<file path="src/rtl/uart_boot_loader.sv">
// uart_boot_loader
//   Receives a boot image over the UART RX pin (8N1, LSB first) and writes it
//   byte-by-byte into Memory. Frame on the wire: 0x55, len_lo, len_hi,
//   len payload bytes, then an 8-bit wrapping sum of the payload.
//   Optional build feature: define UART_BOOT_LOADER_TIMEOUT_EN to abort a
//   frame that stays idle for TIMEOUT_CYCLES (err_code 5).
//
//   Memory handshake: mem_req rises with mem_addr/mem_data stable and holds
//   until the cycle in which mem_done is sampled high; it drops on the next
//   edge, so there is always at least one idle cycle between requests.
//   mem_done is ignored while mem_req is low. mem_write mirrors mem_req.
//
//   core_reset is the reset for the core downstream: held until the image is
//   loaded and verified. dbg_state exposes the frame state machine.
module uart_boot_loader #(
    parameter int          CLK_FREQ       = 27000000,
    parameter int          BAUD           = 115200,
    parameter logic [15:0] MAX_SIZE       = 16'hf000,
    parameter int          TIMEOUT_CYCLES = 27000000
) (
    input  logic        clock,
    input  logic        reset,
    input  logic        uart_rx,
    output logic [15:0] mem_addr,
    output logic [7:0]  mem_data,
    output logic        mem_write,
    output logic        mem_req,
    input  logic        mem_done,
    output logic        busy,
    output logic        load_done,
    output logic        load_error,
    output logic [2:0]  err_code,
    output logic        core_reset,
    output logic [2:0]  dbg_state
);

    localparam int          CLKS_PER_BIT = CLK_FREQ / BAUD;
    localparam logic [15:0] CPB_M1       = 16'(CLKS_PER_BIT - 1);
    localparam logic [15:0] HALF_M1      = 16'(CLKS_PER_BIT / 2 - 1);

    typedef enum logic [1:0] {RX_IDLE, RX_START, RX_DATA, RX_STOP} rx_state_t;
    typedef enum logic [2:0] {
        ST_IDLE, ST_LEN_LO, ST_LEN_HI, ST_PAYLOAD, ST_CHECK, ST_DONE, ST_ERROR
    } state_t;

    // ---------------- RX synchroniser ----------------
    logic rx_meta_q, rx_sync_q, rx_prev_q;

    // Two-flop synchroniser plus one delayed copy for falling-edge detection.
    // Reset to 1 so a released reset never looks like a start bit.
    always_ff @(posedge clock or posedge reset) begin
        if (reset) begin
            rx_meta_q <= 1'b1;
            rx_sync_q <= 1'b1;
            rx_prev_q <= 1'b1;
        end else begin
            rx_meta_q <= uart_rx;
            rx_sync_q <= rx_meta_q;
            rx_prev_q <= rx_sync_q;
        end
    end

    // ---------------- RX deserialiser ----------------
    rx_state_t   rx_state_q, rx_state_d;
    logic [15:0] rx_cnt_q, rx_cnt_d;
    logic [2:0]  rx_bit_q, rx_bit_d;
    logic [7:0]  rx_shift_q, rx_shift_d;
    logic        rx_push, rx_frame_err;

    // RX state and bit-timing registers.
    always_ff @(posedge clock or posedge reset) begin
        if (reset) begin
            rx_state_q <= RX_IDLE;
            rx_cnt_q   <= '0;
            rx_bit_q   <= '0;
            rx_shift_q <= '0;
        end else begin
            rx_state_q <= rx_state_d;
            rx_cnt_q   <= rx_cnt_d;
            rx_bit_q   <= rx_bit_d;
            rx_shift_q <= rx_shift_d;
        end
    end

    // RX next state: half-bit start check, then mid-bit samples of data and stop.
    always_comb begin
        rx_state_d = rx_state_q;
        rx_cnt_d   = rx_cnt_q + 16'd1;
        rx_bit_d   = rx_bit_q;
        rx_shift_d = rx_shift_q;
        case (rx_state_q)
            RX_IDLE: begin
                rx_cnt_d = '0;
                if (!rx_sync_q && rx_prev_q) rx_state_d = RX_START;
            end
            RX_START: begin
                if (rx_cnt_q == HALF_M1) begin
                    rx_cnt_d   = '0;
                    rx_bit_d   = '0;
                    // A line already high again is a glitch, not a start bit.
                    rx_state_d = rx_sync_q ? RX_IDLE : RX_DATA;
                end
            end
            RX_DATA: begin
                if (rx_cnt_q == CPB_M1) begin
                    rx_cnt_d   = '0;
                    rx_shift_d = {rx_sync_q, rx_shift_q[7:1]};
                    rx_bit_d   = rx_bit_q + 3'd1;
                    if (rx_bit_q == 3'd7) rx_state_d = RX_STOP;
                end
            end
            RX_STOP: begin
                if (rx_cnt_q == CPB_M1) begin
                    rx_cnt_d   = '0;
                    rx_state_d = RX_IDLE;
                end
            end
            default: rx_state_d = RX_IDLE;
        endcase
    end

    // RX outputs: one-cycle byte strobe or framing error at the stop sample.
    always_comb begin
        rx_push      = 1'b0;
        rx_frame_err = 1'b0;
        if (rx_state_q == RX_STOP && rx_cnt_q == CPB_M1) begin
            rx_push      = rx_sync_q;
            rx_frame_err = !rx_sync_q;
        end
    end

    // ---------------- 4-entry byte FIFO ----------------
    logic [7:0] fifo_mem_q [4];
    logic [7:0] fifo_mem_d [4];
    logic [1:0] wr_ptr_q, wr_ptr_d, rd_ptr_q, rd_ptr_d;
    logic [2:0] count_q, count_d;
    logic       fifo_empty, fifo_full, fifo_pop, fifo_push, fifo_ovf;
    logic [7:0] fifo_byte;

    assign fifo_empty = (count_q == 3'd0);
    assign fifo_full  = (count_q == 3'd4);
    assign fifo_byte  = fifo_mem_q[rd_ptr_q];
    // A pop in the same cycle frees the slot, so a full FIFO can still accept.
    assign fifo_push  = rx_push && (!fifo_full || fifo_pop);
    assign fifo_ovf   = rx_push && fifo_full && !fifo_pop;

    // FIFO pointer, occupancy and storage updates.
    always_comb begin
        fifo_mem_d = fifo_mem_q;
        wr_ptr_d   = wr_ptr_q;
        rd_ptr_d   = rd_ptr_q;
        count_d    = count_q;
        if (fifo_push) begin
            fifo_mem_d[wr_ptr_q] = rx_shift_q;
            wr_ptr_d             = wr_ptr_q + 2'd1;
        end
        if (fifo_pop) rd_ptr_d = rd_ptr_q + 2'd1;
        case ({fifo_push, fifo_pop})
            2'b10:   count_d = count_q + 3'd1;
            2'b01:   count_d = count_q - 3'd1;
            default: count_d = count_q;
        endcase
    end

    // FIFO registers.
    always_ff @(posedge clock or posedge reset) begin
        if (reset) begin
            for (int i = 0; i < 4; i++) fifo_mem_q[i] <= '0;
            wr_ptr_q <= '0;
            rd_ptr_q <= '0;
            count_q  <= '0;
        end else begin
            fifo_mem_q <= fifo_mem_d;
            wr_ptr_q   <= wr_ptr_d;
            rd_ptr_q   <= rd_ptr_d;
            count_q    <= count_d;
        end
    end

    // ---------------- Optional idle timeout ----------------
    logic timeout_hit;
`ifdef UART_BOOT_LOADER_TIMEOUT_EN
    logic [31:0] to_cnt_q, to_cnt_d;

    // Idle counter: cleared by every received byte, runs only inside a frame.
    always_comb begin
        to_cnt_d = '0;
        if (busy && !rx_push) to_cnt_d = to_cnt_q + 32'd1;
    end

    // Timeout counter register.
    always_ff @(posedge clock or posedge reset) begin
        if (reset) to_cnt_q <= '0;
        else       to_cnt_q <= to_cnt_d;
    end

    // Fires only once no write is outstanding, so a pending request completes.
    assign timeout_hit = busy && !mem_req_q && (to_cnt_q >= 32'(TIMEOUT_CYCLES));
`else
    // No timer in this build: the expression is constant false.
    assign timeout_hit = (TIMEOUT_CYCLES < 0);
`endif

    // ---------------- Frame FSM and write sequencer ----------------
    state_t      state_q, state_d;
    logic [15:0] len_q, len_d, addr_q, addr_d;
    logic [7:0]  sum_q, sum_d;
    logic [2:0]  err_q, err_d;
    logic        mem_req_q, mem_req_d;
    logic [15:0] mem_addr_q, mem_addr_d;
    logic [7:0]  mem_data_q, mem_data_d;
    logic        terminal, abort, wr_issue, wr_complete;

    assign terminal    = (state_q == ST_DONE) || (state_q == ST_ERROR);
    assign abort       = !terminal && (rx_frame_err || fifo_ovf || timeout_hit);
    assign wr_complete = mem_req_q && mem_done;

    // Frame FSM state register.
    always_ff @(posedge clock or posedge reset) begin
        if (reset) state_q <= ST_IDLE;
        else       state_q <= state_d;
    end

    // Frame FSM next state; the first error seen is the one recorded.
    always_comb begin
        state_d = state_q;
        len_d   = len_q;
        addr_d  = addr_q;
        sum_d   = sum_q;
        err_d   = err_q;
        if (abort) begin
            state_d = ST_ERROR;
            err_d   = rx_frame_err ? 3'd1 : (fifo_ovf ? 3'd2 : 3'd5);
        end else begin
            case (state_q)
                ST_IDLE: if (fifo_pop && fifo_byte == 8'h55) state_d = ST_LEN_LO;
                ST_LEN_LO: begin
                    if (fifo_pop) begin
                        len_d[7:0] = fifo_byte;
                        state_d    = ST_LEN_HI;
                    end
                end
                ST_LEN_HI: begin
                    if (fifo_pop) begin
                        len_d  = {fifo_byte, len_q[7:0]};
                        addr_d = '0;
                        sum_d  = '0;
                        if ({fifo_byte, len_q[7:0]} > MAX_SIZE) begin
                            state_d = ST_ERROR;
                            err_d   = 3'd3;
                        end else if ({fifo_byte, len_q[7:0]} == 16'd0) begin
                            state_d = ST_CHECK;
                        end else begin
                            state_d = ST_PAYLOAD;
                        end
                    end
                end
                ST_PAYLOAD: begin
                    if (wr_complete) begin
                        addr_d = addr_q + 16'd1;
                        sum_d  = sum_q + mem_data_q;
                        if (addr_q == len_q - 16'd1) state_d = ST_CHECK;
                    end
                end
                ST_CHECK: begin
                    if (fifo_pop) begin
                        if (fifo_byte == sum_q) begin
                            state_d = ST_DONE;
                        end else begin
                            state_d = ST_ERROR;
                            err_d   = 3'd4;
                        end
                    end
                end
                default: state_d = state_q;
            endcase
        end
    end

    // Frame FSM outputs: status flags, FIFO pop and write issue.
    always_comb begin
        busy       = 1'b0;
        load_done  = 1'b0;
        load_error = 1'b0;
        wr_issue   = 1'b0;
        fifo_pop   = 1'b0;
        case (state_q)
            ST_LEN_LO, ST_LEN_HI, ST_CHECK: begin
                busy     = 1'b1;
                fifo_pop = !fifo_empty;
            end
            ST_PAYLOAD: begin
                busy     = 1'b1;
                // Payload bytes leave the FIFO only when the sequencer is idle.
                wr_issue = !fifo_empty && !mem_req_q && !rx_frame_err && !timeout_hit;
                fifo_pop = wr_issue;
            end
            ST_DONE: begin
                load_done = 1'b1;
                fifo_pop  = !fifo_empty;
            end
            ST_ERROR: begin
                load_error = 1'b1;
                fifo_pop   = !fifo_empty;
            end
            default: fifo_pop = !fifo_empty;
        endcase
    end

    // Write sequencer: launch a request, hold it until mem_done, then release.
    always_comb begin
        mem_req_d  = mem_req_q;
        mem_addr_d = mem_addr_q;
        mem_data_d = mem_data_q;
        if (mem_req_q) begin
            if (mem_done) mem_req_d = 1'b0;
        end else if (wr_issue) begin
            mem_req_d  = 1'b1;
            mem_addr_d = addr_q;
            mem_data_d = fifo_byte;
        end
    end

    // Frame datapath and write sequencer registers.
    always_ff @(posedge clock or posedge reset) begin
        if (reset) begin
            len_q      <= '0;
            addr_q     <= '0;
            sum_q      <= '0;
            err_q      <= '0;
            mem_req_q  <= 1'b0;
            mem_addr_q <= '0;
            mem_data_q <= '0;
        end else begin
            len_q      <= len_d;
            addr_q     <= addr_d;
            sum_q      <= sum_d;
            err_q      <= err_d;
            mem_req_q  <= mem_req_d;
            mem_addr_q <= mem_addr_d;
            mem_data_q <= mem_data_d;
        end
    end

    assign mem_req    = mem_req_q;
    assign mem_write  = mem_req_q;
    assign mem_addr   = mem_addr_q;
    assign mem_data   = mem_data_q;
    assign err_code   = err_q;
    assign core_reset = reset | ~load_done;
    assign dbg_state  = state_q;

endmodule

</file>
<file path="config.mk">
export PLATFORM = sky130hd
export DESIGN_NAME = uart_boot_loader
export DESIGN_NICKNAME = d
export VERILOG_FILES = /design/src/rtl/uart_boot_loader.sv
export SDC_FILE = /design/constraint.sdc
export NUM_CORES = 1
export LEC_CHECK = 0
export CORE_MARGIN = 3
export CORE_UTILIZATION = 60
export DETAILED_ROUTE_END_ITERATION = 8
export PLACE_DENSITY = 0.8
export SYNTH_ARGS = -nofsm -noshare
export SYNTH_HDL_FRONTEND = slang
export SYNTH_SLANG_ARGS = --single-unit
</file>
<file path="constraint.sdc">
create_clock -name clock -period 7.01 [get_ports clock]
set_clock_uncertainty 0.15 [all_clocks]
set_input_delay 1.7525 -clock clock [delete_from_list [all_inputs] [get_ports clock]]
set_output_delay 1.7525 -clock clock [all_outputs]
set_load 0.005 [all_outputs]
</file>
==> impl_results.md <==
- Outcome: finished clean
- Area of the multi-input gates: 3630 sq um
- Fin. max-slew vios: 0
- Sw Share: 24.1%
- Area of the mapped netlist: 7420 sq um
- Initial antenna violation count: 0
- Total track usage: 25.7%
- RD Place Congestion: 0.881
- Distinct cell type count after synthesis: 73
- Power Density: 229 nW/um^2
- Antenna-violating nets left: 0
- Fraction of power consumed by combinational cells: 8.0%
- GRT overflow: 0
- CP bufs+invs: 3
- Seq pwr share: 46.2%
- Inserted Diodes: 0
- Worst path cell trace: clkdlybuf4s50_1 -> inv_6 -> nand2_1 -> clkdlybuf4s50_1
- Port Buffers: 39
- DRC: 0
- TritonCTS clock tree: built
- Final worst-path cycle share: 69.8%
- WS Path Type: in2out
- EDFF count, synth: 0
- Post-CTS Setup Inserts: 0
- Cts bufs inserted: 17
- Fin nets: 721
- Vias per std cell: 5.99
- HP Class: reg2reg
- Max cap viols: 0
- WL per Instance: 18.3 um
- Std-Cell Core Area: 11800 sq um
- Hold Buf Count CTS: 0
- Arr. time, crit path: 2.99 ns
- Crit path top cell by count: clkdlybuf4s50_1
- RSZ-0062 raised after global routing: no
- WL final: 16.0 mm
- TNS Setup: 0 ns
- Share of layout cells above drive strength 1: 21.2%
- Reg2reg start: rx_cnt_q[1]$_DFF_PP0_
- Reg2reg end: count_q[2]$_DFFE_PP0P_
- Lkg Pwr: 3.87 nW
- Die area: 13700 sq um
- Row count: 39
- Die width: 117 um
- Number of clock sinks: 142
- Worst R2R Path Depth: 14
- Area grow syn2layout: 14.5%
- Worst VDD drop: 0.292 mV
- Reg2reg setup slack: 3.57 ns
- Vias: 5213
- Clock-pin slew on the worst setup and hold paths: 0.06 ns
- Register Area: 3560 sq um
- Fill count: 828
- Worst Max-Slew Pin Slew: 1.16 ns
- Post-synth net total: 683
- Hold path depth: 0
- Starting Density: 63.1%
- Worst-path fanout max: 19
- Worst endpoint required time: 5.11 ns
- Yosys warns: 0
- CP max stage cell: clkdlybuf4s50_1
- Crit end category: output port
- Relative slew slack: 22.8%
- CP top delay family: buffers and inverters
- First-pass DRT Iterations: 5
- Root buffer cell: clkbuf_16
- Die Height: 117 um
- Clk Latency, worst-skew pair: 0.42 ns
- Cells after DPL: 840
- Hold Vio Cnt, Final: 0
- Top FF cell, synth: dfrtp_1
- Syn Inst Count: 657
- Maximum buffer depth of the clock tree: 2
- Largest net degree at the start of global routing: 74
- Number of global-route vias before repair: 5457
- First-pass GRT wire length: 27.2 mm
- Post-CTS Resized: 0
- Crit path launch type: input pin
- DP HPWL: 11.1 mm
- Period minus WS final: 4.89 ns
- Worst Hold End: rx_sync_q$_DFF_PP1_
- Sequential share of the synthesized area: 47.9%
- Clock share of power: 45.8%
- Iteration-0 DRC Markers: 392
- Crit-path max cell delay: 0.53 ns
- Hold_sp: rx_meta_q$_DFF_PP1_
- Asr flop ratio synth: 100%
- Non-Filler Instances: 871
- H-tree Lvls: 4
- IO Pins: 40
- Cell internal pwr: 1.48 mW
- Final setup violation count: 0
- Fmax: 204 MHz
- P_sw: 0.469 mW
- Seq cells post-synth: 142
- Syn avg cell area: 11.3 sq um
power by group through the flow:
stage / Sequential (mW) / Clock (mW) / Combinational (mW)
2_1_floorplan: 0.891 / 0 / 0.130
3_3_place_gp: 0.909 / 0 / 0.146
3_5_place_dp: 0.911 / 0 / 0.155
4_1_cts: 0.899 / 0.902 / 0.158
5_1_grt: 0.905 / 0.941 / 0.177
6_report: 0.900 / 0.891 / 0.156
layout by cell type, fill, tap and decap left out, types with 12 or more instances in the layout:
cell             netlist  layout
dfrtp_1              139     139
mux2_2                79      79
nor2_1                55      55
xnor2_1               40      40
nand2_1               39      39
clkdlybuf4s50_1        0      39
o21ai_0               27      27
a21oi_1               24      24
inv_1                 22      21
ha_1                  20      20
xor2_1                17      17
clkbuf_16              0      17
or3_1                 15      15
nand3_1               14      14
nand4_1               12      12
through the flow:
step	instance area (sq um)	hold slack (ns)	power [mW]	utilization [%]	setup WS, ns
floorplan	7420	0.195	1.02	-	0.201
global placement	7910	0.196	1.05	67.3	2.12
detailed placement	7910	0.197	1.07	67.3	2.11
CTS	8500	0.205	1.96	72.3	2.11
global route	8500	0.213	2.02	72.3	2.06
finish	8500	0.205	1.95	72.3	2.12
worst max path at each step:
stage           from          to  slack [ns]  cells past startpoint
6_report       reset  core_reset        2.12                      4
3_5_place_dp   reset  core_reset        2.11                      4
4_1_cts        reset  core_reset        2.11                      4
2_1_floorplan  reset  core_reset        0.20                      2
5_1_grt        reset  core_reset        2.06                      4
3_3_place_gp   reset  core_reset        2.12                      4
worst reg2reg max path: stages, from the launching register on:
cell and delay [ns]:
dfrtp_1 0.40, inv_1 0.09, ha_1 0.21, nand3_1 0.09
nor4b_1 0.39, nand3_2 0.27, o31ai_4 0.48, nand2_1 0.16
nand4_1 0.14, ha_1 0.18, inv_1 0.06, fa_1 0.37
xor2_1 0.15, nor2_1 0.11, xnor2_1 0.12
logic make-up (layout without fill, tap and decap cells):
| logic type | count (synthesis) | in the layout | share of synthesized area, % |
|---|---|---|---|
| AO/OA/AOI/OAI | 90 | 90 | 8.02 |
| XOR/XNOR | 57 | 57 | 6.73 |
| adder cells (fa/ha/maj) | 22 | 22 | 3.91 |
| buffers and inverters | 48 | 98 | 3.22 |
| flip-flops | 142 | 142 | 47.9 |
| multiplexers | 94 | 94 | 15.4 |
| AND/OR/NAND/NOR | 204 | 204 | 14.8 |
synthesized netlist by cell type, types with 4 or more instances:
library cell	instances	area share (%)
dfrtp_1	139	47
mux2_2	79	12
nor2_1	55	2.8
xnor2_1	40	4.7
nand2_1	39	2.0
o21ai_0	27	1.8
a21oi_1	24	1.6
inv_1	22	1.1
ha_1	20	3.4
xor2_1	17	2.0
or3_1	15	1.3
nand3_1	14	0.94
nand4_1	12	1.0
nor3_1	11	0.74
buf_2	8	0.54
clkbuf_1	8	0.40
mux4_2	8	2.4
and3_1	7	0.59
nor4_1	5	0.42
and2_1	4	0.34
buf_6	4	0.61
mux2i_1	4	0.54
nand2_2	4	0.34
nand2b_1	4	0.34
nor3b_1	4	0.40
o21bai_1	4	0.40
o31ai_1	4	0.40
or4_1	4	0.40
per-layer routing:
metal  track usage [%]  share of wire [%]  vias to the layer above
li1                  -                  -                     2418
met1              32.9                 42                     2644
met2              43.8                 52                      130
met3              5.40                4.2                       21
met4              8.18                1.7                        0
met5                 0                  0                        -
area by class of cell:
type                       count  area share [%]
clock inverter                12            1.71
tap                          164            2.41
timing repair buffer          43            4.95
inverter                      24            1.12
sequential                   142            41.9
multi-input combinational    467            42.7
clock buffer                  19            5.21
flip-flops by register name, indices dropped and copies added, names as in the netlist, 3 cells and up, named ones only:
| register | flops |
|---|---|
| rx_shift_q | 8 |
| rx_cnt_q | 16 |
| count_q | 3 |
| err_code | 3 |
| addr_q | 16 |
| rx_bit_q | 3 |
| dbg_state | 3 |
| len_q | 16 |
| sum_q | 8 |
| mem_addr | 16 |
| mem_data | 8 |
| fifo_mem_q | 32 |
Power figures use the tool's default switching activity.
